==> config.mk <==
export PLATFORM = sky130hd
export DESIGN_NAME = seq_calculator
export DESIGN_NICKNAME = d
export VERILOG_FILES = /design/src/rtl/calc_pkg.sv /design/src/rtl/seq_muldiv_core.sv /design/src/rtl/seq_calculator.sv
export SDC_FILE = /design/constraint.sdc
export NUM_CORES = 1
export LEC_CHECK = 0
export ABC_CLOCK_PERIOD_IN_PS = 3790
export BUFFER_PORTS_ARGS = -buffer_cell sky130_fd_sc_hd__buf_2
export CAP_MARGIN = 20
export CORE_MARGIN = 2
export CORE_UTILIZATION = 35
export DETAILED_ROUTE_END_ITERATION = 8
export PLACE_DENSITY = 0.52
export SLEW_MARGIN = 30
export SYNTH_ARGS = -nofsm -noshare
export SYNTH_HDL_FRONTEND = slang
export SYNTH_SLANG_ARGS = --single-unit
==> constraint.sdc <==
create_clock -name clk -period 3.79 [get_ports clk]
set_input_delay 0.758 -clock clk [delete_from_list [all_inputs] [get_ports clk]]
set_output_delay 0.758 -clock clk [all_outputs]
set_load 0.005 [all_outputs]
==> src/rtl/calc_pkg.sv <==
// Shared types and helpers for the sequential calculator and its mul/div core.
package calc_pkg;

  typedef enum logic [1:0] {
    OP_ADD = 2'b00,
    OP_SUB = 2'b01,
    OP_MUL = 2'b10,
    OP_DIV = 2'b11
  } op_t;

  typedef enum logic [1:0] {
    IDLE,
    CALC,
    DONE
  } state_t;

  // Minimum of 1 so a counter of this width is always legal.
  function automatic int unsigned clog2(input int unsigned n);
    int unsigned r;
    r = 0;
    for (int unsigned i = 0; i < 32; i++) begin
      if ((32'd1 << i) < n) r = i + 1;
    end
    return (r == 0) ? 1 : r;
  endfunction

endpackage

==> src/rtl/seq_muldiv_core.sv <==
// Iterative datapath: one shift-add multiply or restoring-divide step per enabled cycle.
module seq_muldiv_core
  import calc_pkg::*;
#(
  parameter int unsigned WIDTH = 8
) (
  input  logic               clk,
  input  logic               rst,
  input  logic               start,
  input  logic               is_div,
  input  logic [WIDTH-1:0]   a,
  input  logic [WIDTH-1:0]   b,
  input  logic               step,
  output logic               done,
  output logic [2*WIDTH-1:0] result
);

  localparam int unsigned CW = clog2(WIDTH);

  logic [2*WIDTH-1:0] acc_q, acc_d;
  logic [WIDTH-1:0]   opd_q, opd_d;
  logic               div_q, div_d;
  logic [CW-1:0]      cnt_q, cnt_d;

  logic [WIDTH-1:0]   hi, lo;
  logic [WIDTH:0]     mul_sum, r_sh, diff;
  logic [2*WIDTH-1:0] step_val;

  // result is the post-step value so the owner can capture it on the last step edge.
  always_comb begin
    hi       = acc_q[2*WIDTH-1:WIDTH];
    lo       = acc_q[WIDTH-1:0];
    mul_sum  = {1'b0, hi} + (lo[0] ? {1'b0, opd_q} : '0);
    r_sh     = {hi, lo[WIDTH-1]};
    diff     = r_sh - {1'b0, opd_q};
    step_val = {mul_sum, lo[WIDTH-1:1]};
    if (div_q) begin
      if (!diff[WIDTH]) step_val = {diff[WIDTH-1:0], lo[WIDTH-2:0], 1'b1};
      else              step_val = {r_sh[WIDTH-1:0], lo[WIDTH-2:0], 1'b0};
    end
    result = step_val;
    done   = step && (cnt_q == CW'(WIDTH - 1));
  end

  always_comb begin
    acc_d = acc_q;
    opd_d = opd_q;
    div_d = div_q;
    cnt_d = cnt_q;
    if (start) begin
      acc_d = is_div ? {{WIDTH{1'b0}}, a} : {{WIDTH{1'b0}}, b};
      opd_d = is_div ? b : a;
      div_d = is_div;
      cnt_d = '0;
    end else if (step) begin
      acc_d = step_val;
      cnt_d = cnt_q + 1'b1;
    end
  end

  always_ff @(posedge clk or posedge rst) begin
    if (rst) begin
      acc_q <= '0;
      opd_q <= '0;
      div_q <= 1'b0;
      cnt_q <= '0;
    end else begin
      acc_q <= acc_d;
      opd_q <= opd_d;
      div_q <= div_d;
      cnt_q <= cnt_d;
    end
  end

endmodule

==> src/rtl/seq_calculator.sv <==
// Handshaked add/sub/mul/div calculator; mul and div iterate in seq_muldiv_core.
module seq_calculator
  import calc_pkg::*;
#(
  parameter int unsigned WIDTH = 8
) (
  input  logic               clk,
  input  logic               rst,
  input  logic               in_valid,
  output logic               in_ready,
  input  logic [WIDTH-1:0]   a,
  input  logic [WIDTH-1:0]   b,
  input  logic [1:0]         op,
  output logic               out_valid,
  input  logic               out_ready,
  output logic [2*WIDTH-1:0] result,
  output logic               div_by_zero,
  output logic               borrow
);

  state_t             state_q, state_d;
  logic [2*WIDTH-1:0] res_q, res_d;
  logic               dbz_q, dbz_d;
  logic               brw_q, brw_d;
  logic               core_start, core_step, core_done, core_is_div;
  logic [2*WIDTH-1:0] core_res;

  assign core_is_div = (op_t'(op) == OP_DIV);

  seq_muldiv_core #(.WIDTH(WIDTH)) u_core (
    .clk    (clk),
    .rst    (rst),
    .start  (core_start),
    .is_div (core_is_div),
    .a      (a),
    .b      (b),
    .step   (core_step),
    .done   (core_done),
    .result (core_res)
  );

  always_comb begin
    state_d    = state_q;
    res_d      = res_q;
    dbz_d      = dbz_q;
    brw_d      = brw_q;
    core_start = 1'b0;
    core_step  = 1'b0;
    case (state_q)
      IDLE: begin
        if (in_valid) begin
          case (op_t'(op))
            OP_ADD: begin
              res_d   = {{WIDTH{1'b0}}, a} + {{WIDTH{1'b0}}, b};
              dbz_d   = 1'b0;
              brw_d   = 1'b0;
              state_d = DONE;
            end
            OP_SUB: begin
              res_d   = {{WIDTH{1'b0}}, a} - {{WIDTH{1'b0}}, b};
              dbz_d   = 1'b0;
              brw_d   = (a < b);
              state_d = DONE;
            end
            OP_MUL: begin
              core_start = 1'b1;
              state_d    = CALC;
            end
            default: begin
              if (b == '0) begin
                res_d   = {a, {WIDTH{1'b1}}};
                dbz_d   = 1'b1;
                brw_d   = 1'b0;
                state_d = DONE;
              end else begin
                core_start = 1'b1;
                state_d    = CALC;
              end
            end
          endcase
        end
      end
      CALC: begin
        core_step = 1'b1;
        if (core_done) begin
          res_d   = core_res;
          dbz_d   = 1'b0;
          brw_d   = 1'b0;
          state_d = DONE;
        end
      end
      DONE: begin
        if (out_ready) state_d = IDLE;
      end
      default: state_d = IDLE;
    endcase
  end

  always_ff @(posedge clk or posedge rst) begin
    if (rst) begin
      state_q <= IDLE;
      res_q   <= '0;
      dbz_q   <= 1'b0;
      brw_q   <= 1'b0;
    end else begin
      state_q <= state_d;
      res_q   <= res_d;
      dbz_q   <= dbz_d;
      brw_q   <= brw_d;
    end
  end

  assign in_ready    = (state_q == IDLE);
  assign out_valid   = (state_q == DONE);
  assign result      = res_q;
  assign div_by_zero = dbz_q;
  assign borrow      = brw_q;

endmodule

# [Word-level counts from Yosys, hierarchy flattened]
# Index checks and enable logic that the tools add are counted.
[word_totals] regBits=48 input_bits=22 output_inout_bits=20 elab_cells=70
[classes] add_sub_neg=5 magnitude_cmp=1 n_eq_ne=12 n_mux=34 n_reduce_logical=10
[ops] operator="two-way mux 16 bit" count=7
[ops] operator="case mux 16 bit (3 select lines)" count=1
[ops] operator="case mux 16 bit (2 select lines)" count=1
[ops] operator="two-way mux 8 bit" count=3
[ops] operator="AND reduction 5 bit" count=2
[ops] operator="adder 8 x 8 -> 9 bit" count=1
[ops] operator="adder 8 x 9 -> 9 bit" count=1
[ops] operator="two-way mux 1 bit" count=9
[ops] operator="subtractor 8 x 8 -> 9 bit" count=1
[ops] operator="subtractor 9 x 8 -> 9 bit" count=1
[ops] operator="zero test 8 bit" count=1
[ops] operator="less-than comparator 8 bit" count=1
[ops] operator="two-way mux 2 bit" count=4
[ops] operator="case mux 1 bit (2 select lines)" count=4
[ops] operator="== test 2 bit (second input constant)" count=3
[ops] operator="two-way mux 3 bit" count=2
[ops] operator="inequality test 2 bit (second input constant)" count=3
[ops] operator="case mux 2 bit (3 select lines)" count=1
[ops] operator="== test 2 x 1 -> 1 bit (second input constant)" count=2
[ops] operator="zero test 2 bit" count=2
[ops] operator="inequality test 4 x 1 -> 1 bit (second input constant)" count=1
[ops] operator="case mux 2 bit (2 select lines)" count=1
[ops] operator="nonzero test 2 bit" count=2
[ops] operator="adder 3 x 1 -> 3 bit (second input constant)" count=1
[ops] operator="other kinds (7)" count=7

# [Depth between registers and ports, before layout]
[depth] word_depth=6 mapped_depth=10 mapped_depth_nobuf=10

# [Cells and area by module]
# From an unflattened synthesis, not the netlist that was laid out.
[unflattened] cells_unflattened=478 hier_area_um2=4100.2
[modules_own_cells] module="seq_muldiv_core" n_inst=1 cells_per_inst=266 area_each_um2=2384.8 seq_area_each_um2=700.7
[modules_own_cells] module="seq_calculator" n_inst=1 cells_per_inst=212 area_each_um2=1715.4 seq_area_each_um2=500.5

# [Worst setup path before layout]
# OpenSTA, ideal clock, no wires.
[synth_path] path_kind="register to register" from="register u_core.acc_q[7]" to="register res_q[11], in the netlist result[11]" setup_time_ns=0.125 arrival_ns=2.378 setup_slack_ns=1.286 path_stages_with_launch=11 period_less_slack_ns=2.504 cell_sequence="dfrtp_1 > inv_1 > ha_1 > inv_1 > fa_1 > a211oi_2 > nor3_2 > o31a_1 > or4_1 > o211ai_2 > a21oi_1"
[synth_via] elab_chain_cells=5
[synth_rtl] element="from (decl)" line="seq_muldiv_core.sv:20" text="logic [2*WIDTH-1:0] acc_q, acc_d;"
[synth_rtl] element="from (signal assigned)" line="seq_muldiv_core.sv:63" text="acc_q <= '0;"
[synth_rtl] element="from (signal assigned)" line="seq_muldiv_core.sv:68" text="acc_q <= acc_d;"
[synth_rtl] element="subtractor 9 x 8 -> 9 bit" line="seq_muldiv_core.sv:35" text="diff = r_sh - {1'b0, opd_q};"
[synth_rtl] element="two-way mux 16 bit" line="seq_muldiv_core.sv:38" text="if (!diff[WIDTH]) step_val = {diff[WIDTH-1:0], lo[WIDTH-2:0], 1'b1};"
[synth_rtl] element="two-way mux 16 bit" line="seq_muldiv_core.sv:37" text="if (div_q) begin"
[synth_rtl] element="two-way mux 16 bit" line="seq_calculator.sv:85" text="if (core_done) begin"
[synth_rtl] element="case mux 16 bit (2 select lines)" line="seq_calculator.sv:49" text="case (state_q)"
[synth_rtl] element="to (signal assigned)" line="seq_calculator.sv:107" text="res_q <= res_d;"
[synth_rtl] element="to (decl)" line="seq_calculator.sv:22" text="logic [2*WIDTH-1:0] res_q, res_d;"
# No other way between the ends. The select of a mux whose other input is x is not followed.
# A chain may end at the register's enable or synchronous reset.

# [Final worst setup path]
[layout_path] from="register u_core.acc_q[7]" to="register res_q[0], in the netlist result[0]"
# Same word-level chain as after synthesis.

==> results.sh <==
export IMPL_power_static_leakage_nw=2.120
export IMPL_wire_per_inst_um=18.99
export IMPL_ctsLongestPathBuffers=2
export IMPL_grt_util_all_layers=0.2014
export IMPL_worst_hold_path_num_cells=2
export IMPL_worst_setup_path_type="flip-flop to flip-flop"
export IMPL_post_cts_resize_count=0
export IMPL_postRouteWirelength_um=12480
export IMPL_holdPathEnd="div_by_zero"
export IMPL_holdBufCountCts=0
export IMPL_outcome="completed"
export IMPL_yosys_cell_types_count=73
export IMPL_critical_path_required_ns=3.92
export IMPL_series_of_cell_instances_along_the_critical_path="inv_1 -> ha_1 -> inv_1 -> fa_1 -> a211oi_2 -> nor3_2 -> nor4_2 -> nor2_4 -> a211oi_1 -> o31ai_1"
export IMPL_power_density_nw_per_um2=867.4
export IMPL_finalSetupTns_ns=0
export IMPL_nNetsFinal=576
export IMPL_met2RoutedLength_um=6051
export IMPL_critPathLaunchType="flip-flop"
export IMPL_diode_insertion_count_for_antenna_repair=0
export IMPL_synth_yosys_warnings=0
export IMPL_vias_per_cell=5.703
export IMPL_r2r_path_end="result[0]"
export IMPL_netlist_top_cells_area="dfrtp_1 29%, ha_1 11%, mux2i_1 5.8%"
export IMPL_synth_top_cell_area_share=0.2902
export IMPL_postSynthAreaPerCell_um2=8.552
export IMPL_netlist_instances=484
export IMPL_drt_antenna_violating_nets=0
export IMPL_pin_count_of_the_biggest_net_entering_global_routing=49
export IMPL_drcViolationCount=0
export IMPL_layout_min_cycle_time_ns=2.808
export IMPL_worstHoldStart="div_by_zero"
export IMPL_fp_dieW_um=112.7
export IMPL_gpl_final_weighted_congestion=0.9004
export IMPL_grt_pass1_wl_um=20560
export IMPL_core_area_um2=11470
export IMPL_synthesis_area_um2=4139
export IMPL_drive_above_1_share=0.1420
export IMPL_critical_path_top_cell_by_count="inv_1"
export IMPL_portBuffers=41
export IMPL_max_freq_mhz=356.1
export IMPL_highest_signal_layer="met4"
export IMPL_cts_buffers_inserted=5
export IMPL_synth_seq_cells=48
export IMPL_synthDominantAreaCellType="dfrtp_1"
export IMPL_reg2reg_depth=10
export IMPL_cts_max_level=2
export IMPL_clkSinkCount=48
export IMPL_synth_edf_count=0
export IMPL_worst_pin_slew_ns=0.9258
export IMPL_worst_supply_voltage_drop_on_vdd_mv=0.4279
export IMPL_reg2reg_setup_slack_ns=0.98
export IMPL_setup_violations_final=0
export IMPL_hold_viol_final=0
export IMPL_die_area_um2=12710
export IMPL_drv_max_cap_violation_count=0
export IMPL_initial_utilization=0.3609
export IMPL_fp_dieH_um=112.7
export IMPL_tritoncts="yes"
export IMPL_timing_critical_path_slowest_stage_cell="fa_1"
export IMPL_routedLengthMet1_um=5884
export IMPL_met3RoutedLength_um=410
export IMPL_cp_startpoint="u_core.acc_q[7]"
export IMPL_grt_residual_overflow=0
export IMPL_dp_final_hpwl_um=9530
export IMPL_cts_root_buffer="clkbuf_16"
export IMPL_grt_antenna_before_repair=0
export IMPL_timing_slew_headroom=0.3813
export IMPL_drtPass1Iterations=5
export IMPL_postCtsSetupRepairBufs=0
export IMPL_cts_clk_slew_worst_paths_ns=0.06
export IMPL_synth_net_count=545
export IMPL_number_of_primary_i_o_pins=42
export IMPL_final_cells=657
export IMPL_timing_critical_path_fanout_max=8
export IMPL_report_final_slew_viol_count=0
export IMPL_fin_crit_sh=0.7409
export IMPL_placed_cells_incl_taps=651
export IMPL_clock_insertion_delay_worst_skew_ns=0.28
export IMPL_design_power_total_mw=4.019
export IMPL_fin_hold_ws_ns=0.4770
export IMPL_timing_critical_path_to_type="flip-flop"
export IMPL_postSynth_asyncResetShare=1.000
export IMPL_grt_setup_unrepaired="no"
export IMPL_number_of_global_route_vias_before_repair=3807
export IMPL_register_area_share_after_synthesis=0.2902
export IMPL_rows=39
export IMPL_crit_arrival_ns=2.94
export IMPL_timing_hold_worst_class="flip-flop to flip-flop"
export IMPL_finClkSkew_ns=0.003647
export IMPL_crit_reg2reg_launch="u_core.acc_q[7]"
export IMPL_num_vias=3747
export IMPL_area_growth_synth_to_final_pct=11.94
export IMPL_critical_path_max_stage_delay_ns=0.44
export IMPL_synthFlopType="dfrtp_1"
export IMPL_first_iter_violations=210
[per-layer routing]
metal | track usage | vias to the layer above
met1 | 0.2781 | 1814
met5 | 0 | -
met2 | 0.3409 | 92
li1 | - | 1831
met3 | 0.01982 | 10
met4 | 0.04959 | 0
[layout make-up]
type	count	area (um2)
fillers	1180	6834
multi-input cells	382	2729
flip-flops and latches	48	1201
repair buffers	47	250.2
well taps	143	178.9
clock buffers	5	125.1
inverters	31	118.9
clock inverters	1	30.03
[where the power goes]
part | switching [mW] | internal, mW | total (mW)
combinational | 1.47 | 1.03 | 2.49
clock | 0.184 | 0.304 | 0.488
sequential | 0.265 | 0.772 | 1.04
total | 1.91 | 2.11 | 4.02
[synth_stat cells (all sizes together) (6+ instances only)]
cell type,number
clkbuf,18
a211oi,12
nand3,10
nand2,37
o211ai,9
a21oi,28
a31oi,7
inv,30
a21o,6
and3,6
nor2b,14
o21ai,46
nand2b,8
nor3,14
ha,35
and2,9
dfrtp,48
xnor2,8
nor2,30
mux2i,24
[cell families after synthesis]
family / synth area share
XOR/XNOR: 0.02539
flip-flops: 0.2902
AO/OA/AOI/OAI: 0.2597
adder cells (fa/ha/maj): 0.1252
AND/OR/NAND/NOR: 0.1817
multiplexers: 0.06620
buffers and inverters: 0.05169
[flip-flops by register name, summed over array words and instances, names as in the netlist]
| register | cells |
|---|---|
| u_core.div_q | 1 |
| div_by_zero | 1 |
| u_core.cnt_q | 3 |
| state_q | 2 |
| u_core.acc_q | 16 |
| u_core.opd_q | 8 |
| borrow | 1 |
| result | 16 |
[worst max-delay path by stage]
stage,end,cells past startpoint,slack [ns]
2_1_floorplan,result[11],10,1.29
3_3_place_gp,result[9],7,0.87
3_5_place_dp,result[10],7,0.78
4_1_cts,result[0],10,0.98
5_1_grt,result[0],10,0.75
6_report,result[0],10,0.98
[stage by stage]
| stage | util | area, um2 | worst slack, ns |
|---|---|---|---|
| after floorplan | - | 4139 | 1.286 |
| final | 0.4040 | 4633 | 0.9818 |
| after global placement | 0.3901 | 4473 | 0.8669 |
| after detailed placement | 0.3903 | 4476 | 0.7832 |
| after CTS | 0.4038 | 4631 | 0.9788 |
| after global routing | 0.4040 | 4633 | 0.7455 |
[layout by cell type, fill, tap and decap left out, types with 6 or more instances in the layout]
master	Yosys	routed
dfrtp_1	48	48
buf_2	3	41
o21ai_0	39	39
nand2_1	37	37
ha_1	35	35
nor2_1	29	29
inv_1	30	29
a21oi_1	27	27
mux2i_1	24	24
nor3_1	13	13
nor2b_1	14	13
a211oi_1	10	10
nand3_1	10	10
and2_1	9	9
xnor2_1	8	8
nand2b_1	8	7
o211ai_1	7	7
a31oi_1	7	7
o21ai_1	7	7
and3_1	6	6
buf_4	0	6
[worst max-delay path: cells and delay by family (launching register included)]
kind	cells	cell delay, ns
simple gates	3	0.70
fa+ha+maj	2	0.61
flops	1	0.43
compound gates	3	0.78
buf+inv	2	0.14
(Power assumes the default switching activity.)
